File: src/rtl/mem_arbiter.sv
// Two-port round-robin arbiter sharing one synchronous-write memory between two masters.
// Each access takes IDLE -> ACCESS -> DONE; an optional per-port lock allows bounded bursts.
module mem_arbiter #(
  parameter int unsigned ADDR_W   = 8,
  parameter int unsigned DATA_W   = 16,
  parameter int unsigned MAX_LOCK = 4
) (
  input  logic              ck,
  input  logic              rst,
  input  logic              req0,
  input  logic              req1,
  input  logic              we0,
  input  logic              we1,
  input  logic              lock0,
  input  logic              lock1,
  input  logic [ADDR_W-1:0] addr0,
  input  logic [ADDR_W-1:0] addr1,
  input  logic [DATA_W-1:0] wdata0,
  input  logic [DATA_W-1:0] wdata1,
  output logic [1:0]        ack,
  output logic [DATA_W-1:0] rdata,
  output logic              mem_ce,
  output logic              mem_we,
  output logic [ADDR_W-1:0] mem_addr,
  output logic [DATA_W-1:0] mem_dataW,
  input  logic [DATA_W-1:0] mem_dataR
);

  localparam int unsigned CntW = $clog2(MAX_LOCK + 1);

  typedef enum logic [1:0] {StIdle, StAccess, StDone} state_e;

  state_e              state_q, state_d;
  logic                owner_q, owner_d;
  logic                we_q, we_d;
  logic [ADDR_W-1:0]   addr_q, addr_d;
  logic [DATA_W-1:0]   wdata_q, wdata_d;
  logic [DATA_W-1:0]   rdata_q, rdata_d;
  logic                prio_q, prio_d;
  logic                lock_flag_q, lock_flag_d;
  logic                via_lock_q, via_lock_d;
  logic [CntW-1:0]     lock_cnt_q, lock_cnt_d;

  logic                winner;
  logic                own_req;
  logic                other_req;

  always_comb begin
    state_d     = state_q;
    owner_d     = owner_q;
    we_d        = we_q;
    addr_d      = addr_q;
    wdata_d     = wdata_q;
    rdata_d     = rdata_q;
    prio_d      = prio_q;
    lock_flag_d = lock_flag_q;
    via_lock_d  = via_lock_q;
    lock_cnt_d  = lock_cnt_q;
    winner      = 1'b0;
    own_req     = owner_q ? req1 : req0;
    other_req   = owner_q ? req0 : req1;

    unique case (state_q)
      StIdle: begin
        if (req0 || req1) begin
          // Previous owner keeps the memory only while the lock budget lasts or nobody waits.
          if (lock_flag_q && own_req &&
              ((lock_cnt_q < CntW'(MAX_LOCK)) || !other_req)) begin
            winner     = owner_q;
            via_lock_d = 1'b1;
            lock_cnt_d = (lock_cnt_q < CntW'(MAX_LOCK)) ? lock_cnt_q + CntW'(1) : lock_cnt_q;
          end else begin
            winner     = (req0 && req1) ? prio_q : req1;
            via_lock_d = 1'b0;
            lock_cnt_d = CntW'(1);
          end
          owner_d = winner;
          we_d    = winner ? we1 : we0;
          addr_d  = winner ? addr1 : addr0;
          wdata_d = winner ? wdata1 : wdata0;
          state_d = StAccess;
        end
      end
      StAccess: begin
        rdata_d = mem_dataR;
        state_d = StDone;
      end
      StDone: begin
        lock_flag_d = owner_q ? lock1 : lock0;
        if (!via_lock_q) prio_d = ~owner_q;
        state_d = StIdle;
      end
      default: state_d = StIdle;
    endcase
  end

  always_ff @(posedge ck or posedge rst) begin
    if (rst) begin
      state_q     <= StIdle;
      owner_q     <= 1'b0;
      we_q        <= 1'b0;
      addr_q      <= '0;
      wdata_q     <= '0;
      rdata_q     <= '0;
      prio_q      <= 1'b0;
      lock_flag_q <= 1'b0;
      via_lock_q  <= 1'b0;
      lock_cnt_q  <= '0;
    end else begin
      state_q     <= state_d;
      owner_q     <= owner_d;
      we_q        <= we_d;
      addr_q      <= addr_d;
      wdata_q     <= wdata_d;
      rdata_q     <= rdata_d;
      prio_q      <= prio_d;
      lock_flag_q <= lock_flag_d;
      via_lock_q  <= via_lock_d;
      lock_cnt_q  <= lock_cnt_d;
    end
  end

  // Strobes decode straight from state so an async reset drops them at once.
  assign mem_ce    = (state_q == StAccess);
  assign mem_we    = mem_ce & we_q;
  assign mem_addr  = addr_q;
  assign mem_dataW = wdata_q;
  assign rdata     = rdata_q;
  assign ack       = (state_q == StDone) ? (owner_q ? 2'b10 : 2'b01) : 2'b00;

endmodule

File: config.mk
export PLATFORM = sky130hd
export DESIGN_NAME = mem_arbiter
export DESIGN_NICKNAME = d
export VERILOG_FILES = /design/src/rtl/mem_arbiter.sv
export SDC_FILE = /design/constraint.sdc
export NUM_CORES = 1
export LEC_CHECK = 0
export CAP_MARGIN = 20
export CORE_MARGIN = 4
export CORE_UTILIZATION = 42
export CTS_CLUSTER_DIAMETER = 200
export DETAILED_ROUTE_END_ITERATION = 8
export PLACE_DENSITY_LB_ADDON = 0.05
export SYNTH_ARGS = -nofsm -noshare
export SYNTH_HDL_FRONTEND = slang
export SYNTH_SLANG_ARGS = --single-unit
File: constraint.sdc
create_clock -name ck -period 3.1 [get_ports ck]
set_input_delay 0.62 -clock ck [delete_from_list [all_inputs] [get_ports ck]]
set_output_delay 0.62 -clock ck [all_outputs]
set_load 0.005 [all_outputs]
# Yosys cells after proc, flatten, opt, wreduce, memory -nomap -nowiden
# Index checks and enable logic that the tools add are counted.
[op_classes]
n_eq_ne = 4
bitwise_logic = 3
mux = 17
n_lt_le_gt_ge = 1
n_reduce_logical = 10
addsub = 1
[ops]
columns = ["op", "count"]
rows = [
  ["two-way mux 16 bit", 1],
  ["two-way mux 1 bit", 9],
  ["two-way mux 8 bit", 1],
  ["two-way mux 2 bit", 3],
  ["two-way mux 3 bit", 2],
  ["!= test 2 bit, second input constant", 2],
  ["one-hot mux 2 bit (2 select lines)", 1],
  ["AND reduction 2 bit", 2],
  ["adder 3 x 1 -> 3 bit, second input constant", 1],
  ["logical AND 1 bit", 3],
  ["less-than comparator 3 bit, second input constant", 1],
  ["AND reduction 3 bit", 1],
  ["equality test 2 x 1 -> 1 bit, second input constant", 1],
  ["equality test 2 bit, second input constant", 1],
  ["zero test 2 bit", 1],
  ["logical OR 1 bit", 2],
  ["inverter 1 bit", 2],
  ["bitwise AND 1 bit", 1],
  ["zero test 1 bit", 1],
]
[word_totals]
inputBits = 72
elab_cells = 46
out_inout_bits = 44
regBits = 50

# Depth between registers and ports, before layout
[logic_depth]
depth_word = 8
mapped_depth = 6
depth_no_buf = 5

# Worst setup path after synthesis
# No wires, ideal clock.
[synth_path]
path_type = "input port to flip-flop"
startpoint = "in req0"
endpoint = "reg addr_q[4], in the netlist mem_addr[4]"
cell_stages = 5
t_required_ns = 2.963
n_path_buf = 1
setup_time_ns = 0.137
arrival_time_ns = 1.468
path_slack_ns = 1.495
path_cell_list = "nand2b_2 > o211ai_4 > buf_12 > mux2i_1 > a21oi_1"
[synth_between]
elab_chain_len = 8
word_cells_on_any_way = 14
cone_classes = "mux: 7; reduce/logical: 7"
[synth_rtl]
columns = ["element", "line", "text"]
rows = [
  ["from (decl)", "10", "input logic req0,"],
  ["two-way mux 1 bit", "61", "other_req = owner_q ? req0 : req1;"],
  ["zero test 1 bit", "68", "((lock_cnt_q < CntW'(MAX_LOCK)) || !other_req)) begin"],
  ["logical OR 1 bit", "68", ""],
  ["logical AND 1 bit", "67", "if (lock_flag_q && own_req &&"],
  ["two-way mux 1 bit", "67", ""],
  ["two-way mux 1 bit", "65", "if (req0 || req1) begin"],
  ["two-way mux 1 bit", "63", "unique case (state_q)"],
  ["two-way mux 8 bit", "79", "addr_d = winner ? addr1 : addr0;"],
  ["to (signal assigned)", "113", "addr_q <= addr_d;"],
  ["to (decl)", "36", "logic [ADDR_W-1:0] addr_q, addr_d;"],
]
# Parallel ways exist; a longest one is shown, timed or not. The select of a mux whose other input is x is not followed.
# A chain may end at the register's enable or synchronous reset.

# Worst setup path after layout
[layout_path]
startpoint = "reg state_q[1]"
endpoint = "out mem_we"
[layout_between]
elab_chain_len = 2
[layout_rtl]
columns = ["element", "line", "text"]
rows = [
  ["from (decl)", "33", "state_e state_q, state_d;"],
  ["from (signal assigned)", "99", "state_q <= StIdle;"],
  ["from (signal assigned)", "110", "state_q <= state_d;"],
  ["equality test 2 x 1 -> 1 bit", "124", "assign mem_ce = (state_q == StAccess);"],
  ["bitwise AND 1 bit", "125", "assign mem_we = mem_ce & we_q;"],
  ["to (decl)", "23", "output logic mem_we,"],
]
# Every way passes these cells.

==> impl_metrics.yaml <==
cells_and_area:
  insertedDiodeCount: 0
  stdcell_count: 408
  syn2layout_area_growth_pct: 59.4
  fin_util_pct: 69.2
  final_layout_size_suffix_gt1_share_pct: 5.03
  fin_area_sq_um: 3540
  nets: 410
synth:
  yosysTopAreaCell: "dfrtp_1"
  synth_cells: 221
  synth_edf_count: 0
  synthArstFlopShare_pct: 100
  synth_common_cells: "nand2_1 (54), dfrtp_1 (50), nor2_1 (29)"
  yosys_most_used_dff: "dfrtp_1"
  yosys_warnings: 0
  avgSynthCellArea_sq_um: 10.0
  yosys.cell_types.count: 27
  synth_area_sq_um: 2220
  synth_nets: 294
  ys_ff_latch: 50
  seq_area_frac_synth_pct: 56.4
  synth_top_area_share_pct: 56.4
  yosysMostFrequentCell: "nand2_1"
  synth.area.top_cells: "dfrtp_1 (56%), mux2i_1 (13%), nand2_1 (9.1%)"
placement:
  gp_congestion: 0.747
  dpl.hpwl_um: 4010
  portBuffers: 115
  placed_area_sq_um: 3420
  dpl.cell_count: 399
sta:
  holdWs_ns: 0.474
  finalCritPeriodShare_pct: 83.1
  final-hold-violation-count: 0
  setup_viol: 0
  fin_setup_tns_ns: 0
  rsz0062_at_grt: "false"
  tightestPinTransition_ns: 0.627
  slew_violations: 0
  fin_skew_ns: 0.00631
  fin_crit_ns: 2.58
  fmax_ghz: 0.388
  max-slew-margin-rel_pct: 58.2
clock_network:
  clockRootBuffer: "clkbuf_8"
  cts_buffers: 5
  htreeDepth: 2
  tritoncts: "built"
  clock_sinks: 50
  path_clk_slew_ns: 0.09
  holdBufCountCts: 0
  cts_resized: 0
  clk_latency_ns: 0.29
  post_cts_buffers: 0
  clk_path_buf_depth: 2
pwr:
  power_leakage_uw: 0.00162
  cellPowerDensity_nw_per_um2: 871
  ir_worst_vdd_uv: 465
critical_path:
  r2r_end: "mem_dataW[11]$_DFFE_PP0P_"
  worstRegToRegCells: 5
  critPathKind: "reg -> out"
  r2r_start: "lock_flag_q$_DFFE_PP0N_"
  reg2reg_slack_ns: 1.42
  startpoint: "state_q[1]$_DFFE_PP0P_"
  critPathLaunchType: "register"
  cp.arrival_ns: 1.96
  critPathCapture: "mem_we"
  worst-path-max-fanout: 18
  required_ns: 2.48
  end_kind: "output port"
detailed_routing:
  ant_nets: 0
  wl_per_cell_um: 13.5
  num_vias: 1915
  routed_wirelength_um: 5490
  route.detailed.drc: 0
  first_pass_iters: 4
  viasPerCell: 4.69
  first_iter_violations: 77
global_routing:
  grt_max_degree: 51
  grt.overflow.total: 0
  grt_pass1_wl_um: 8860
  grt_pass1_vias: 1947
  antenna_found_initial: 0
  grt_use_total_pct: 17.6
floorplanning:
  die_y_um: 80.7
  die_w_um: 80.7
  num_io_pins: 116
  rows: 26
  die_area_sq_um: 6510
  start_util_pct: 43.4
  core_sq_um: 5110
run_status:
  status: "finished, final reports clean"
flow_run:
  drv_cap: 0
hold_path:
  hp-class: "reg -> reg"
-- cell usage in the layout (no fill, tap or decap) --
master,Yosys,layout
nand2b_1,2,2
nand4bb_1,1,1
nor2_1,29,29
buf_12,2,2
mux2i_1,28,28
a21oi_1,27,27
clkinv_2,0,1
dfrtp_1,50,50
o21ai_0,2,2
o211ai_4,1,1
buf_4,0,2
inv_1,3,2
o21ai_1,1,1
and2_1,1,1
ha_1,1,1
and4b_1,1,1
inv_2,1,2
clkdlybuf4s50_1,0,115
a32o_1,1,1
nor2b_1,2,2
a22o_1,1,1
o31ai_1,1,1
clkinv_1,1,1
nand2_1,54,54
a31o_2,1,1
clkinvlp_4,0,1
nand3_1,1,1
nand2b_2,1,1
clkbuf_8,0,6
-- critical path, stage by stage (launching register included) --
cell and delay, ns:
dfrtp_1 0.37, nand2b_1 0.14, clkinv_1 0.38, and2_1 0.32, clkdlybuf4s50_1 0.45
-- through the flow --
step	setup slack, ns	total power (uW)
after global placement	0.378	2670
after detailed placement	0.349	2710
after floorplan	1.28	1900
final	0.524	3080
after global routing	0.361	3330
after CTS	0.455	3110
-- layout make-up --
class	count	area [sq um]
multi-input combinational	156	877
inverter	5	18.8
tap	70	87.6
clock inverter	2	12.5
clock buffer	6	82.6
timing repair buffer	119	1210
fill	416	1570
sequential	50	1250
-- how the worst min path moves through the flow --
stage | cells after the start | slack, ns | startpoint | end
2_1_floorplan | 1 | 0.45 | via_lock_q$_DFFE_PP0P_ | prio_q$_DFFE_PP0P_
3_3_place_gp | 2 | 0.46 | rdata[11]$_DFFE_PP0N_ | rdata[11]$_DFFE_PP0N_
3_5_place_dp | 2 | 0.46 | rdata[5]$_DFFE_PP0N_ | rdata[5]$_DFFE_PP0N_
4_1_cts | 1 | 0.48 | via_lock_q$_DFFE_PP0P_ | prio_q$_DFFE_PP0P_
5_1_grt | 2 | 0.50 | rdata[5]$_DFFE_PP0N_ | rdata[5]$_DFFE_PP0N_
6_report | 1 | 0.47 | via_lock_q$_DFFE_PP0P_ | prio_q$_DFFE_PP0P_
-- per-layer routing --
layer  global-route usage, %  wire length (um)  vias up  share of wire (%)
li1                        -                 -      963                  -
met1                    20.6              2240      889                 41
met2                    29.1              2630       61                 48
met3                    8.86               601        2                 11
met4                    3.55                22        0               0.40
met5                       0                 0        -                  0
-- state kept, by name (all words and copies together) (netlist names) --
register and cells:
state_q 2, lock_flag_q 1, we_q 1, mem_addr 8
lock_cnt_q 3, rdata 16, via_lock_q 1, prio_q 1
owner_q 1, mem_dataW 16
-- where the power goes --
group / internal (uW) / switching (uW) / total [uW] / leakage (uW)
logic: 870 / 668 / 1540 / 0.000987
registers: 968 / 181 / 1150 / 0.000584
clock network: 180 / 212 / 391 / 0.0000472
total: 2020 / 1060 / 3080 / 0.00162
-- kinds of logic after synthesis --
group           count (synthesis)  share of synthesized area (%)
buf+inv                        15                           4.06
simple gates                   92                           17.0
flops                          50                           56.4
compound gates                 35                           9.31
mux                            28                           12.6
fa+ha+maj                       1                          0.564
Power figures use the tool's default switching activity.
